==> src/rtl/irq_pkg.sv <==
`default_nettype none
// ============================================================================
// Module      : irq_pkg
// Description : Shared constants and FSM state encoding for the interrupt
//               controller and its priority encoder.
// Revision    : 1.0 - initial release
// ============================================================================
package irq_pkg;

  // Default number of interrupt sources; ids 1..NUM_IRQ map to bits 0..NUM_IRQ-1.
  localparam int NUM_IRQ_DEFAULT = 16;

  // Width of a source id. Id 0 is reserved as "no source".
  localparam int IRQ_ID_W = 5;

  // Controller state encoding.
  typedef enum logic [1:0] {
    IDLE    = 2'd0,
    REQUEST = 2'd1,
    SERVICE = 2'd2
  } irq_state_e;

endpackage : irq_pkg
`default_nettype wire

==> src/rtl/irq_prio_enc.sv <==
`default_nettype none
// ============================================================================
// Module      : irq_prio_enc
// Description : Combinational lowest-index-first priority encoder. Returns a
//               valid flag and the 1-based id (index + 1) of the lowest set
//               bit of the request vector.
// Revision    : 1.0 - initial release
// ============================================================================
module irq_prio_enc
  import irq_pkg::*;
#(
  parameter int NUM_IRQ = NUM_IRQ_DEFAULT
) (
  input  logic [NUM_IRQ-1:0]  req_i,
  output logic                valid_o,
  output logic [IRQ_ID_W-1:0] id_o
);

  // Scan from the top down so the lowest set index is the last one written.
  always_comb begin
    valid_o = 1'b0;
    id_o    = '0;
    for (int i = NUM_IRQ - 1; i >= 0; i--) begin
      if (req_i[i]) begin
        valid_o = 1'b1;
        id_o    = IRQ_ID_W'(i + 1);
      end
    end
  end

endmodule : irq_prio_enc
`default_nettype wire

==> src/rtl/irq_controller.sv <==
`default_nettype none
// ============================================================================
// Module      : irq_controller
// Description : Captures one-cycle interrupt strobes into a pending bitmap,
//               applies a software mask and presents the highest-priority
//               (lowest id) unmasked source to the CPU through a
//               request / acknowledge / done handshake. Strobes that hit an
//               already-pending source are counted in a saturating counter.
// Revision    : 1.0 - initial release
// ============================================================================
module irq_controller
  import irq_pkg::*;
#(
  parameter int                 NUM_IRQ    = NUM_IRQ_DEFAULT,
  parameter logic [NUM_IRQ-1:0] MASK_RESET = {NUM_IRQ{1'b1}},
  parameter int                 LOST_W     = 8
) (
  input  logic                clk,
  input  logic                reset,
  input  logic                irq_in,
  input  logic [IRQ_ID_W-1:0] irq_id,
  input  logic                mask_wEn,
  input  logic [NUM_IRQ-1:0]  mask_in,
  input  logic                irq_ack,
  input  logic                irq_done,
  output logic                irq_req,
  output logic [IRQ_ID_W-1:0] irq_cause,
  output logic                in_service,
  output logic [NUM_IRQ-1:0]  pending,
  output logic [NUM_IRQ-1:0]  mask,
  output logic [LOST_W-1:0]   lost_count
);

  localparam logic [IRQ_ID_W-1:0] C_MAX_ID   = IRQ_ID_W'(NUM_IRQ);
  localparam logic [IRQ_ID_W-1:0] C_ID_ONE   = IRQ_ID_W'(1);
  localparam logic [NUM_IRQ-1:0]  C_BIT_ONE  = NUM_IRQ'(1);
  localparam logic [LOST_W-1:0]   C_LOST_MAX = {LOST_W{1'b1}};
  localparam logic [LOST_W-1:0]   C_LOST_ONE = LOST_W'(1);

  // --------------------------------------------------------------------------
  // State
  // --------------------------------------------------------------------------
  irq_state_e          state_q, state_d;
  logic [IRQ_ID_W-1:0] cause_q, cause_d;
  logic                req_q;
  logic                in_service_q;
  logic [NUM_IRQ-1:0]  pending_q, pending_d;
  logic [NUM_IRQ-1:0]  mask_q, mask_d;
  logic [LOST_W-1:0]   lost_q, lost_d;

  // --------------------------------------------------------------------------
  // Combinational helpers
  // --------------------------------------------------------------------------
  logic                w_strobe_valid;
  logic [IRQ_ID_W-1:0] w_set_idx;
  logic [IRQ_ID_W-1:0] w_clr_idx;
  logic [NUM_IRQ-1:0]  w_set_vec;
  logic [NUM_IRQ-1:0]  w_clr_vec;
  logic                w_ack_take;
  logic                w_lost_inc;
  logic [NUM_IRQ-1:0]  w_masked;
  logic                w_enc_valid;
  logic [IRQ_ID_W-1:0] w_enc_id;

  // Decode the incoming strobe and the ack-driven clear into one-hot vectors.
  always_comb begin
    w_strobe_valid = irq_in && (irq_id != '0) && (irq_id <= C_MAX_ID);
    w_set_idx      = irq_id - C_ID_ONE;
    w_clr_idx      = cause_q - C_ID_ONE;
    w_ack_take     = (state_q == REQUEST) && irq_ack;
    w_set_vec      = w_strobe_valid ? (C_BIT_ONE << w_set_idx) : '0;
    w_clr_vec      = w_ack_take ? (C_BIT_ONE << w_clr_idx) : '0;
    // A strobe is lost only if its bit is already pending and is not being
    // cleared this cycle; a same-cycle set/clear lets the set win instead.
    w_lost_inc     = |(pending_q & w_set_vec & ~w_clr_vec);
    // Arbitration deliberately uses the mask as it was before any write in
    // this cycle.
    w_masked       = pending_q & mask_q;
  end

  irq_prio_enc #(
    .NUM_IRQ (NUM_IRQ)
  ) u_prio_enc (
    .req_i   (w_masked),
    .valid_o (w_enc_valid),
    .id_o    (w_enc_id)
  );

  // Next values for the pending bitmap, mask register and lost counter.
  always_comb begin
    pending_d = (pending_q & ~w_clr_vec) | w_set_vec;
    mask_d    = mask_wEn ? mask_in : mask_q;
    lost_d    = lost_q;
    if (w_lost_inc && (lost_q != C_LOST_MAX)) begin
      lost_d = lost_q + C_LOST_ONE;
    end
  end

  // FSM next-state: pick a source in IDLE, wait for ack, wait for done.
  always_comb begin
    state_d = state_q;
    cause_d = cause_q;
    unique case (state_q)
      IDLE: begin
        if (w_enc_valid) begin
          cause_d = w_enc_id;
          state_d = REQUEST;
        end
      end
      REQUEST: begin
        // Once raised, a request is only retired by an ack.
        if (irq_ack) begin
          state_d = SERVICE;
        end
      end
      SERVICE: begin
        // No nesting: new requests wait until the handler finishes.
        if (irq_done) begin
          state_d = IDLE;
        end
      end
      default: begin
        state_d = IDLE;
      end
    endcase
  end

  // All state registers, with the handshake outputs registered from next-state.
  always_ff @(posedge clk) begin
    if (reset) begin
      state_q      <= IDLE;
      cause_q      <= '0;
      req_q        <= 1'b0;
      in_service_q <= 1'b0;
      pending_q    <= '0;
      mask_q       <= MASK_RESET;
      lost_q       <= '0;
    end else begin
      state_q      <= state_d;
      cause_q      <= cause_d;
      req_q        <= (state_d == REQUEST);
      in_service_q <= (state_d == SERVICE);
      pending_q    <= pending_d;
      mask_q       <= mask_d;
      lost_q       <= lost_d;
    end
  end

  assign irq_req    = req_q;
  assign irq_cause  = cause_q;
  assign in_service = in_service_q;
  assign pending    = pending_q;
  assign mask       = mask_q;
  assign lost_count = lost_q;

endmodule : irq_controller
`default_nettype wire

==> config.mk <==
export PLATFORM = sky130hd
export DESIGN_NAME = irq_controller
export DESIGN_NICKNAME = d
export VERILOG_FILES = /design/src/rtl/irq_pkg.sv /design/src/rtl/irq_prio_enc.sv /design/src/rtl/irq_controller.sv
export SDC_FILE = /design/constraint.sdc
export NUM_CORES = 1
export LEC_CHECK = 0
export ABC_CLOCK_PERIOD_IN_PS = 3700
export BUFFER_PORTS_ARGS = -buffer_cell sky130_fd_sc_hd__buf_4
export CAP_MARGIN = 10
export CORE_UTILIZATION = 33
export DETAILED_ROUTE_END_ITERATION = 8
export PLACE_DENSITY = 0.66
export SLEW_MARGIN = 5
export SYNTH_ARGS = -nofsm -noshare
export SYNTH_HDL_FRONTEND = slang
export SYNTH_SLANG_ARGS = --single-unit
==> constraint.sdc <==
create_clock -name clk -period 3.7 [get_ports clk]
set_input_delay 0.74 -clock clk [delete_from_list [all_inputs] [get_ports clk]]
set_output_delay 0.74 -clock clk [all_outputs]
set_load 0.1 [all_outputs]
==> summary.txt, run 1 <==
Outcome
  – Status: finished clean

Place
  – Dpl cells: 441
  – # port buffers: 73
  – GPL Wtd Cong: 0.890
  – HPWL Detailed: 5160 um

Power and ir drop
  – Clock share of power: 0.287
  – Cell Int Power: 0.792 mW
  – Sequential power share: 0.479
  – Sw Ratio: 0.337
  – Maximum vdd drop: roughly 0.13 mV
  – Net Sw Power: 0.403 mW
  – LEAKAGE: 1.27 nW
  – Logic pwr share: 0.234
  – Power Density: about 380 nW/um2

Clock network
  – Clk buf depth: 2
  – CTS tree: done
  – Post-CTS Resized: 0
  – H-tree depth: 2
  – Cts hold-fix bufs: 0
  – Worst-path clk slew: roughly 90 ps
  – Post-CTS setup buffer count: 0
  – Total clock buffers created by CTS: 5
  – CTS Sinks: 49
  – CTS root buffer: clkbuf_8
  – Clk_lat worst skew: 300 ps

Setup path
  – Slowest CP cell: or3_4
  – Worst Setup End Kind: register
  – Worst EP required: about 3900 ps
  – Critical path type: input pin to register
  – Crit path DAT: 3140 ps
  – Critical Path, Cell by Cell: buf_4 -> nand4bb_1 -> or3_4 -> o211a_1 -> nor4_1 -> and4_1 -> nor2_1 -> mux2_4
  – CP top delay family: simple AND/OR/NAND/NOR gates
  – Worst Path Buf+Inv: 1
  – Startpoint types: input pin
  – Max FO, Critical Path: 11
  – Reg2reg start: state_q[0]
  – Critical Path Max Stage Delay: 500 ps
  – CP startpoint: irq_ack

Global route
  – GR Util All Layers: 0.181
  – Grt total ovfl: 0
  – Global-route wire length before repair: 10700 um
  – Pin count of the biggest net entering global routing: 35
  – Vias in the first global route: 2155
  – Initial antenna violation count: 0

Floorplanning
  – CORE AREA: 6910 um2
  – Chip Width: 87.3 um
  – Die Y: 87.3 um
  – # rows: 30
  – Die Area: around 7600 um2
  – Starting density of the core: 0.347
  – Top-Level Pins: 74

Yosys
  – Yosys reg bits: roughly 50
  – Post-synth net total: approximately 300
  – Yosys cell types: 51
  – Ys flop type: dfxtp_1
  – Warning count from the yosys run: 0
  – Async SR Flop Fraction: 0
  – Top post-synthesis cells by area: dfxtp_1 41%, mux2i_1 7.9%, nand2_1 7.4%
  – Leading area contributor after synthesis: dfxtp_1
  – Avg Synthesized Cell Area: 8.54 um2
  – Number of synthesized flops with an enable pin: 0
  – Synth Cell Area: 2400 um2
  – Seq/Total Area, Yosys: 0.409
  – Synth top area share: 0.409
  – Synthesized instance count: 281

Timing
  – Achievable clock frequency: approximately 0.34 GHz
  – Crit share post-route: 0.796
  – Max-slew violations: 0
  – Worst slew margin: 0.546
  – Final setup TNS: 0 ps
  – Slew @ Worst Pin: 675 ps
  – Setup violators final: 0
  – RSZ-0062 raised after global routing: false
  – Fin crit period: 2940 ps
  – Final Hold Fails: 0
  – Clock Skews: 9.05 ps

Route
  – Vias: around 2.4k
  – Post-route ant nets: 0
  – DR vias/cell: 5.34
  – Drt drc: 0
  – DR pass1 iterations: 4
  – First DRT Iteration DRCs: 114
  – Final WL: 6830 um
  – Avg WL per Cell: roughly 15 um

Cells and area
  – Count of filler cells inserted in the layout: 732
  – Share of layout cells above drive strength 1: 0.258
  – Seq. cell area: 981 um2
  – Antenna diodes: 0
  – Area of the multi-input gates: 1350 um2
  – Post-route non-filler standard cell count: 449
  – Layout Nets: 380
  – Area delta synth->final: 30.9%

Run
  – Max Cap Viol: 0

Worst hold path
  – Hold Crit Class: register to register
  – HP Start: mask[6]
==> per-layer routing <==
| metal | part of all wire | vias up | GRT usage |
|---|---|---|---|
| met5 | 0 | - | 0 |
| met1 | 0.46 | 1135 | 0.251 |
| met4 | 0.015 | 0 | 0.0507 |
| met3 | 0.053 | 11 | 0.0341 |
| met2 | 0.47 | 65 | 0.287 |
| li1 | - | 1186 | - |
==> worst register-to-register path, cell delays in order (launching register included) <==
cell       delay [ps]
dfxtp_1           440
nand4bb_1         390
or3_4             500
o211a_1           230
nor4_1            270
and4_1            460
nor2_1            150
mux2_4            320
==> sequential cells by signal, indices dropped and copies added, names as in the netlist <==
| name | flops |
|---|---|
| mask | 16 |
| pending | 16 |
| lost_count | 8 |
| irq_cause | 5 |
| state_q | 2 |
| in_service | 1 |
| irq_req | 1 |
==> cells in the final DEF (no fill, tap or decap), types with 6 or more instances in the layout <==
master | synthesis | routed
buf_4 | 1 | 75
dfxtp_1 | 49 | 49
nand2_1 | 47 | 47
a21oi_1 | 25 | 25
nor2_1 | 19 | 19
mux2i_1 | 19 | 19
nand3_1 | 9 | 9
o31ai_1 | 9 | 9
o21ai_0 | 8 | 8
a22oi_1 | 7 | 7
inv_1 | 7 | 7
clkbuf_8 | 0 | 7
nor2b_1 | 6 | 6
nand2b_1 | 6 | 6
==> area by class of cell <==
type,instances,area share
sequential,49,0.312
tap,96,0.0382
clock buffer,7,0.0307
timing repair buffer,75,0.179
clock inverter,1,0.00159
multi-input combinational,214,0.429
inverter,7,0.00837
==> path summary, 6_finish.rpt <==
| path | to | slack [ps] | cells past startpoint |
|---|---|---|---|
| setup / recovery | lost_count[0] | 760 | 8 |
| hold / removal | mask[6] | 510 | 2 |
| setup reg to reg | lost_count[0] | 830 | 7 |
| hold reg to reg | mask[6] | 510 | 2 |
==> power by group through the flow <==
stage	Sequential (mW)	Clock, mW	Combinational (mW)
after CTS	0.573	0.353	0.280
after global routing	0.576	0.378	0.295
final	0.573	0.342	0.280
after global placement	0.585	0	0.279
after detailed placement	0.584	0	0.279
after floorplan	0.710	0	0.0744
==> Yosys cell counts, types with 2 or more instances <==
cell and n:
dfxtp_1 49, nand2_1 47, a21oi_1 25, mux2i_1 19, nor2_1 19, nand3_1 9, o31ai_1 9, o21ai_0 8
a22oi_1 7, inv_1 7, clkbuf_1 6, nand2b_1 6, nor2b_1 6, o22ai_1 5, nor4_1 4, o41ai_1 4
buf_2 3, nor3_1 3, or4_1 3, a211oi_1 2, a32oi_1 2, and4_1 2, and4b_1 2, and4bb_2 2
mux2_1 2, nand4_1 2, nand4b_1 2, nand4bb_1 2, or2_2 2
==> metrics by stage <==
stage	total power [mW]	setup slack, ps	area (um2)	hold WS [ps]	utilization
floorplan	0.785	854	2400	495	-
CTS	1.21	794	3140	507	0.454
global placement	0.863	478	3030	482	0.439
detailed placement	0.864	490	3030	481	0.439
finish	1.19	756	3140	506	0.455
global route	1.25	598	3140	535	0.455
==> cell families after synthesis <==
kind of cell,after synthesis,synth area share
muxes,22,0.0949
DFF,49,0.409
AOI/OAI and AO/OA,72,0.198
and+or+nand+nor,119,0.262
adders and majority gates,1,0.00521
buffers and inverters,18,0.0313
No activity file was read; power rests on OpenSTA's default activity.
==> run 2, diff against run 1 <==
Settings changed: ABC_CLOCK_PERIOD_IN_PS 3700 to 2800.
Clock period 3.7 ns to 2.8 ns, I/O delays scaled along.
==> run 2 against run 1 <==
Effect of this change: first-iteration DRC count grew 27%; utilization grew 0.60 points; largest power group unchanged; count of clock-buffer cells in the layout unchanged; critical endpoint unchanged; die area unchanged; setup slack lost 490 ps; sequential cell count unchanged.
==> summary.txt, run 2 (synthesis results as in run 1) <==
Timing
  – Final setup TNS: 0 ps (unchanged)
  – WHS: 461 ps (-44.7 ps)
  – Fin crit period: 2540 ps
  – Achievable clock frequency: roughly 0.39 GHz
  – Clock Skews: 8.70 ps (-0.357 ps)
  – Crit share post-route: 0.906
  – Final Hold Fails: 0 (unchanged)
  – Max-slew violations: 0 (unchanged)
  – Setup violators final: 0 (unchanged)
  – RSZ-0062 raised after global routing: false
  – Worst slew margin: 0.594 (+0.0479)
  – Slew @ Worst Pin: 604 ps (-71.2 ps)

Clock network
  – Post-CTS Resized: 0 (unchanged)
  – Clk buf depth: 2 (unchanged)
  – Post-CTS setup buffer count: 0 (unchanged)
  – CTS root buffer: clkbuf_8
  – Total clock buffers created by CTS: 5 (unchanged)
  – H-tree depth: 2 (unchanged)
  – CTS tree: done
  – CTS Sinks: 49 (unchanged)
  – Worst-path clk slew: 90 ps (about the same)
  – Clk_lat worst skew: 310 ps (about the same)
  – Cts hold-fix bufs: 0 (unchanged)

Setup path
  – Worst Path Buf+Inv: 1 (unchanged)
  – Critical Path, Cell by Cell: nand4bb_1 -> buf_4 -> o31ai_1 -> o22ai_1 -> nor4_1 -> and4_2 -> nor2_1 -> mux2_4
  – Critical path type: register to register
  – Worst Setup End Kind: register
  – Crit path DAT: 2740 ps (-400 ps)
  – Worst EP required: 3000 ps (-890 ps)
  – Max FO, Critical Path: 9 (-2)
  – Startpoint types: register
  – CP top delay family: simple AND/OR/NAND/NOR gates
  – Critical Path Max Stage Delay: 420 ps (-80 ps)
  – Slowest CP cell: dfxtp_1

Route
  – Wl on met1: 3250 um (+2.7%)
  – WL met3: 453 um (+25%)
  – Vias: 2395 (-0.083%)
  – Avg WL per Cell: 15.0 um (-1.1%)
  – Post-route ant nets: 0 (unchanged)
  – DR pass1 iterations: 4 (unchanged)
  – WL met2: 3080 um (-4.0%)
  – Drt drc: 0 (unchanged)
  – First DRT Iteration DRCs: 145 (+27%)
  – Final WL: 6860 um (+0.42%)
  – Highest metal used: met4
  – DR vias/cell: 5.25 (-1.6%)

Cells and area
  – Count of filler cells inserted in the layout: 715 (-2.3%)
  – Layout Nets: 388 (+2.1%)
  – Area delta synth->final: 32.6%
  – Area of the multi-input gates: 1350 um2 (-0.28%)
  – Commonest non-fill, non-tap cell in the layout: buf_4
  – Antenna diodes: 0 (unchanged)
  – Seq. cell area: 983 um2 (+0.26%)
  – Most frequent cells in the layout: 82 x buf_4, 47 x nand2_1, 47 x dfxtp_1
  – Share of layout cells above drive strength 1: 0.275 (+0.0172)

Place
  – GPL Wtd Cong: 0.880 (-1.1%)
  – HPWL Detailed: 5180 um (+0.54%)
  – # port buffers: 73 (unchanged)

Global route
  – Initial antenna violation count: 0 (unchanged)
  – Global-route wire length before repair: 10900 um (+1.8%)
  – Pin count of the biggest net entering global routing: 35 (unchanged)
  – Vias in the first global route: 2104 (-2.4%)
  – Grt total ovfl: 0 (unchanged)
  – GR Util All Layers: 0.184 (+0.00311)

Floorplanning
  – # rows: 30 (unchanged)
  – Chip Width: 87.3 um (unchanged)
  – Top-Level Pins: 74 (unchanged)
  – Die Y: 87.3 um (unchanged)
  – Starting density of the core: 0.347 (unchanged)
  – CORE AREA: 6910 um2 (unchanged)
  – Die Area: 7620 um2 (unchanged)

Power and ir drop
  – Power Density: 489 nW/um2 (+29%)
  – LEAKAGE: 1.30 nW (+2.3%)
  – Maximum vdd drop: 0.195 mV (+49%)

Worst hold path
  – Hold Crit Class: input pin to register

Outcome
  – Status: finished clean

Run
  – Max Cap Viol: 0 (unchanged)
-- run 2: routing by layer --
metal  global-route usage  vias to the layer above
li1                     -                     1194
met1                0.266                     1112
met2                0.281                       81
met3               0.0341                        8
met4               0.0492                        0
met5                    0                        -
-- run 2: tightest hold or removal path: cells and delay by family --
kind | cells | cell delay, ps
buffers and inverters | 1 | 80
muxes | 1 | 50
and+or+nand+nor | 1 | 50
-- run 2: metrics by stage --
stage	util	power [mW]	setup WS, ps	std cells	cell area [um2]
finish	0.461	1.56	264	456	3180
CTS	0.460	1.56	216	455	3180
detailed placement	0.447	1.14	13.3	448	3090
global placement	0.447	1.14	16.7	448	3090
global route	0.461	1.62	79.1	456	3180
floorplan	-	1.04	0.487	281	2400
-- run 2: area by class of cell --
class	count	area share
multi-input combinational	214	0.423
tap	96	0.0378
sequential	49	0.309
clock buffer	7	0.0271
inverter	7	0.00826
timing repair buffer	83	0.195
-- run 2: power by group --
group	internal, mW	leakage (nW)	switching, mW
combinational	0.103	0.851	0.269
sequential	0.723	0.400	0.0329
clock	0.197	0.0443	0.231
-- run 2: worst paths after layout --
check	from	endpoint	slack, ps	cells after the start
worst max-delay path	state_q[0]	lost_count[0]	260	8
worst min-delay path	mask_in[14]	mask[14]	460	3
worst max register to register	state_q[0]	lost_count[0]	260	8
worst min register to register	mask[6]	mask[6]	510	2
